[config.mk]
export PLATFORM = sky130hd
export DESIGN_NAME = decode_mux_arb
export DESIGN_NICKNAME = d
export VERILOG_FILES = /design/src/rtl/decode_mux_arb.sv
export SDC_FILE = /design/constraint.sdc
export NUM_CORES = 2
export LEC_CHECK = 0
export BUFFER_PORTS_ARGS = -buffer_cell sky130_fd_sc_hd__clkbuf_2
export CAP_MARGIN = 20
export CORE_AREA = 10 10 550 552
export CTS_CLUSTER_SIZE = 16
export DETAILED_ROUTE_END_ITERATION = 8
export DIE_AREA = 0 0 560 562
export MAX_ROUTING_LAYER = met4
export PLACE_DENSITY = 0.35
export SETUP_SLACK_MARGIN = 0.02
export SLEW_MARGIN = 20
export SYNTH_ARGS = -nofsm -noshare
export SYNTH_HDL_FRONTEND = slang
export SYNTH_SLANG_ARGS = --single-unit
[constraint.sdc]
create_clock -name clock_i -period 5.1 [get_ports clock_i]
set_clock_uncertainty 0.2 [all_clocks]
set_input_delay 0.51 -clock clock_i [delete_from_list [all_inputs] [get_ports clock_i]]
set_output_delay 0.51 -clock clock_i [all_outputs]
set_load 0.02 [all_outputs]
[src/rtl/decode_mux_arb.sv]
// Decode-stage merge: arbitrates NUM_CH format decoders into one stream. The
// immediate is shifted/extended at push time, and the result is buffered in a DEPTH-entry FIFO.
module decode_mux_arb #(
  parameter int NUM_CH   = 4,
  parameter int HDR_W    = 200,
  parameter int BODY_W   = 84,
  parameter int DEPTH    = 4,
  parameter int ARB_MODE = 1,
  localparam int CH_W    = (NUM_CH > 1) ? $clog2(NUM_CH) : 1,
  localparam int PTR_W   = (DEPTH > 1) ? $clog2(DEPTH) : 1,
  localparam int CNT_W   = $clog2(DEPTH) + 1
) (
  input  logic                     clock_i,
  input  logic                     reset_ni,
  input  logic                     flush_i,
  input  logic [NUM_CH-1:0]        in_valid_i,
  output logic [NUM_CH-1:0]        in_ready_o,
  input  logic [NUM_CH*HDR_W-1:0]  in_hdr_i,
  input  logic [NUM_CH*BODY_W-1:0] in_body_i,
  input  logic [NUM_CH*2-1:0]      in_imm_mode_i,
  output logic                     out_valid_o,
  input  logic                     out_ready_i,
  output logic [HDR_W-1:0]         out_hdr_o,
  output logic [BODY_W-1:0]        out_body_o,
  output logic [CH_W-1:0]          out_chan_o,
  output logic [CNT_W-1:0]         count_o
);

  // Body is MSB-first: body bit i lives at vector bit BODY_W-1-i, so the
  // 64b immediate field (bits 10..73) is vector [BODY_W-11 -: 64].
  localparam int IMM_MSB = BODY_W - 11;

  logic [HDR_W-1:0]  r_hdr  [DEPTH];
  logic [BODY_W-1:0] r_body [DEPTH];
  logic [CH_W-1:0]   r_chan [DEPTH];
  logic [PTR_W-1:0]  r_wr, r_rd;
  logic [CNT_W-1:0]  r_cnt;
  logic [CH_W-1:0]   r_rr;

  logic              w_gnt_any;
  logic [CH_W-1:0]   w_gnt_idx;
  logic [CH_W-1:0]   w_rr_nxt;
  logic              w_push_ok, w_push, w_pop;
  logic [BODY_W-1:0] w_body_in, w_body_proc;
  logic [1:0]        w_mode;
  logic [15:0]       w_imm16;
  int                w_idx;

  // Scan offsets high to low so the lowest offset from the base wins.
  always_comb begin
    w_gnt_any = 1'b0;
    w_gnt_idx = '0;
    w_idx     = 0;
    for (int i = NUM_CH - 1; i >= 0; i--) begin
      w_idx = i + ((ARB_MODE == 1) ? int'(r_rr) : 0);
      if (w_idx >= NUM_CH) w_idx = w_idx - NUM_CH;
      if (in_valid_i[w_idx]) begin
        w_gnt_any = 1'b1;
        w_gnt_idx = CH_W'(w_idx);
      end
    end
  end

  assign w_rr_nxt    = (w_gnt_idx == CH_W'(NUM_CH - 1)) ? '0 : w_gnt_idx + CH_W'(1);
  assign out_valid_o = (r_cnt != '0);
  assign w_push_ok   = !flush_i && ((r_cnt < CNT_W'(DEPTH)) || (out_valid_o && out_ready_i));
  assign w_push      = reset_ni && w_gnt_any && w_push_ok;
  assign w_pop       = out_valid_o && out_ready_i && !flush_i;
  assign in_ready_o  = w_push ? (NUM_CH'(1) << w_gnt_idx) : '0;

  assign w_body_in = in_body_i[w_gnt_idx*BODY_W +: BODY_W];
  assign w_mode    = in_imm_mode_i[w_gnt_idx*2 +: 2];
  assign w_imm16   = w_body_in[IMM_MSB -: 16];

  always_comb begin
    w_body_proc = w_body_in;
    case (w_mode)
      2'b01:   w_body_proc[IMM_MSB -: 64] = {{48{w_imm16[15]}}, w_imm16};
      2'b10:   w_body_proc[IMM_MSB -: 64] = {{32{w_imm16[15]}}, w_imm16, 16'h0000};
      default: w_body_proc = w_body_in;
    endcase
  end

  always_ff @(posedge clock_i or negedge reset_ni) begin
    if (!reset_ni) begin
      r_wr  <= '0;
      r_rd  <= '0;
      r_cnt <= '0;
      r_rr  <= '0;
      for (int i = 0; i < DEPTH; i++) begin
        r_hdr[i]  <= '0;
        r_body[i] <= '0;
        r_chan[i] <= '0;
      end
    end else if (flush_i) begin
      // Flush drops queued entries but keeps arbitration fairness state.
      r_wr  <= '0;
      r_rd  <= '0;
      r_cnt <= '0;
    end else begin
      if (w_push) begin
        r_hdr[r_wr]  <= in_hdr_i[w_gnt_idx*HDR_W +: HDR_W];
        r_body[r_wr] <= w_body_proc;
        r_chan[r_wr] <= w_gnt_idx;
        r_wr         <= r_wr + PTR_W'(1);
        r_rr         <= w_rr_nxt;
      end
      if (w_pop) r_rd <= r_rd + PTR_W'(1);
      case ({w_push, w_pop})
        2'b10:   r_cnt <= r_cnt + CNT_W'(1);
        2'b01:   r_cnt <= r_cnt - CNT_W'(1);
        default: r_cnt <= r_cnt;
      endcase
    end
  end

  assign out_hdr_o  = r_hdr[r_rd];
  assign out_body_o = r_body[r_rd];
  assign out_chan_o = r_chan[r_rd];
  assign count_o    = r_cnt;

endmodule
==> summary.txt <==
Critical path
  • Critical Path RT: 5.65 ns
  • Crit start category: flop
  • Critical Path AT: 5.39 ns
  • Critical path class: reg -> reg
  • FF-to-FF path depth: 13
  • Cell Chain, Critical Path: nand2b_1 > a21oi_1 > nor3_4 > buf_4 > inv_8 > buf_12 > buf_4 > nand2_1 > nand3_1 > dlygate4sd3_1 > nand2_1 > dlygate4sd3_1 > o21ai_0
  • Critical Path End Type: flop
  • CP max FO: 105
  • Worst stage delay on the critical path: 0.76 ns
  • Slowest CP cell: buf_4

Global route
  • Largest net degree at the start of global routing: 152
  • Vias in the first global route: 55500
  • First-pass GRT wire length: roughly 430 mm
  • Total grt overflow: 0
  • Tot GR Track Use: 19.4%
  • Antenna violations before repair: 58

Power
  • Combinational power share: 45.7%
  • Pint: 27.5 mW
  • Switching share of power: 42.7%
  • Static leakage: 37.0 nW
  • Worst VDD drop: 0.000262 V
  • Clock network power share: between 20% and 30%
  • P_sw: 20.5 mW
  • Power Density: 612 nW/µm²
  • Sequential cell fraction of total power: about 32%

Clock tree
  • Root Driver: clkbuf_16
  • H-tree Lvls: 4
  • Clock sink count: 1153
  • Longest Clk Path Bufs: 4
  • Clk_lat worst skew: 0.82 ns
  • Setup bufs post-CTS: 0
  • CTS tree: yes
  • Total CTS buffers: between 150 and 200
  • CTS clk-pin slew, worst paths: 0.06 ns

Job
  • # Max-Cap Violations: 0

Placed design
  • Placed Cells: 11200
  • Port Buffer Count: 1445
  • Placed Area: between 60000 and 70000 µm²
  • GP Congestion: a little under 1
  • DP Wirelength: 240 mm

Worst hold path
  • Hold depth: 5
  • Worst min path class: in -> reg

Drt
  • Vias post-DR: 53300
  • DRT antenna net count: 0
  • Final WL: 309 mm
  • Detailed Route Iter0 Violations: 3492
  • TritonRoute pass-1 iters: 5
  • DRC: 0
  • DR vias/cell: 4.46
  • Wire per inst: 25.9 µm

Timing
  • # setup viols final: 0
  • Fmax: 0.207 GHz
  • Final Hold Fails: 0
  • Slew Viols, Final: 0
  • Tcrit/Tclk final: 94.9%
  • Worst rel slew slack: 19.9%
  • Final period demand of the worst path: ~4.8 ns
  • Total Negative Setup Slacks: 0 ns
  • Worst Tran Pin Value: 1.19 ns
  • RSZ-0062 raised after global routing: false

Die
  • Die width: 560 µm
  • Die ar.: 315000 µm²
  • Placement Rows: 198
  • Initial Util: between 10% and 20%
  • I/O pin count: around 1400
  • Area of the core: 291000 µm²
  • Die height: 562 µm

Synth
  • Cell area after synthesis: 57000 µm²
  • Register bit count reported by yosys: roughly 1200
  • Yosys cell types: 36
  • Yosys warns: 0
  • Leading area contributor after synthesis: dfrtp_1
  • Post-synthesis sequential area ratio: 50.6%
  • Avg Inst Size Synth: 9.21 µm²
  • Top-area cell type share of the netlist area: between 50% and 60%
  • Top post-synthesis cells by area: dfrtp_1 (51%), nand2_1 (15%), mux4_2 (11%)
  • Syn Nets: around 7400
  • Synthesized instance count: 6187

Run status
  • Outcome: finished clean

Layout
  • Post-route design area: 78500 µm²
  • Number of fill cells in the layout: around 32000
  • Layout area overhead: 37.8%
  • Share of post-route cells with drive strength above 1: 27.3%
  • Multi-input logic area: 26200 µm²
  • Non-filler instance count after layout: roughly 12000
  • Sequential Area: 28900 µm²
  • Nets@finish: 9069
  • Commonest non-fill, non-tap cell in the layout: nand2_1
  • Final core utilization: 27.0%
  • Most frequent cells in the layout: nand2_1 (2263), clkbuf_2 (1444), dfrtp_1 (1151)
cell usage after synthesis, drive strengths merged:
cell type  instances
o211ai             1
o211a              1
o21ai           1087
dfrtp           1153
inv                7
o21ba              1
nand2           2269
o21bai             1
ha                10
o221a             32
nor4               2
nor2b              3
xnor2              3
o21a               1
or3                2
mux2              17
buf              126
nand2b             3
clkbuf           389
mux2i             96
xor2               2
nor4b              1
and2               8
fa                 1
o22ai             30
mux4             286
nand3            452
a2bb2oi           60
o31ai             61
a21oi             38
nor3              17
nor2              27
repair_timing:
item / in CTS / in global routing
hold buffers: 468 / 0
endpoints found under the setup margin: 0 / 4
endpoints found under the hold margin: 676 / 0
gates resized for setup: 0 / 1
state kept, by name (all words and copies together), names as in the netlist:
register  cells
r_hdr       800
r_body      336
r_chan        8
count_o       3
r_rd          2
r_rr          2
r_wr          2
worst max-delay path, delay by kind of cell, from the launching register on:
| kind | cells | cell delay [ns] |
|---|---|---|
| AOI/OAI and AO/OA | 2 | 0.43 |
| buffers and inverters | 6 | 2.80 |
| DFF | 1 | 0.43 |
| and+or+nand+nor | 5 | 0.67 |
metal layers:
metal  share of wire (%)  vias to the layer above  global-route usage, %  routed length, µm
met5                   0                        -                      -                  0
li1                    -                    24700                      -                  -
met2                  48                     1725                   32.2             149000
met4                 2.7                        0                   4.30               8300
met1                  44                    26500                   24.4             135000
met3                 5.5                      344                   3.89              17200
through the flow:
stage	setup slack, ns	power [mW]	hold WS [ns]
6_report	0.258	48.0	0.0443
3_3_place_gp	0.464	36.4	0.255
4_1_cts	0.208	49.0	0.000368
5_1_grt	0.0330	51.4	0.0345
2_1_floorplan	1.23	27.0	0.0144
3_5_place_dp	0.475	36.8	0.264
area by class of cell:
class | count | share of cell area, %
sequential | 1153 | 36.8
inverter | 7 | 0.0526
clock buffer | 223 | 5.70
multi-input combinational | 4512 | 33.3
timing repair buffer | 2077 | 17.5
tap | 3900 | 6.22
antenna | 20 | 0.0637
clock inverter | 40 | 0.416
path summary, 6_finish.rpt:
path	start	slack [ns]	endpoint
max reg2reg	r_rr[1]$_DFFE_PN0P_	0.26	r_hdr[466]$_DFFE_PN0P_
max in group asynchronous	reset_ni	2.08	r_hdr[740]$_DFFE_PN0P_
max	r_rr[1]$_DFFE_PN0P_	0.26	r_hdr[466]$_DFFE_PN0P_
min in group asynchronous	reset_ni	0.53	r_hdr[185]$_DFFE_PN0P_
min reg2reg	r_body[52]$_DFFE_PN0P_	0.27	r_body[52]$_DFFE_PN0P_
min	in_body_i[335]	0.04	r_body[251]$_DFFE_PN0P_
kinds of logic after synthesis:
logic type | after synthesis | share of synthesized area [%]
adders and majority gates | 11 | 0.255
DFF | 1153 | 50.6
muxes | 399 | 13.3
xor gates and xnor gates | 5 | 0.0769
buffers and inverters | 522 | 3.59
and+or+nand+nor | 2784 | 19.5
AOI/OAI and AO/OA | 1313 | 12.6
power by group through the flow:
stage | combinational [mW] | sequential [mW] | clock [mW]
2_1_floorplan | 12.1 | 14.9 | 0
3_3_place_gp | 20.9 | 15.6 | 0
3_5_place_dp | 21.1 | 15.7 | 0
4_1_cts | 22.5 | 15.6 | 10.9
5_1_grt | 24.1 | 16.1 | 11.3
6_report | 22.0 | 15.6 | 10.5
Note: power is estimated with default switching activity, not from simulation.
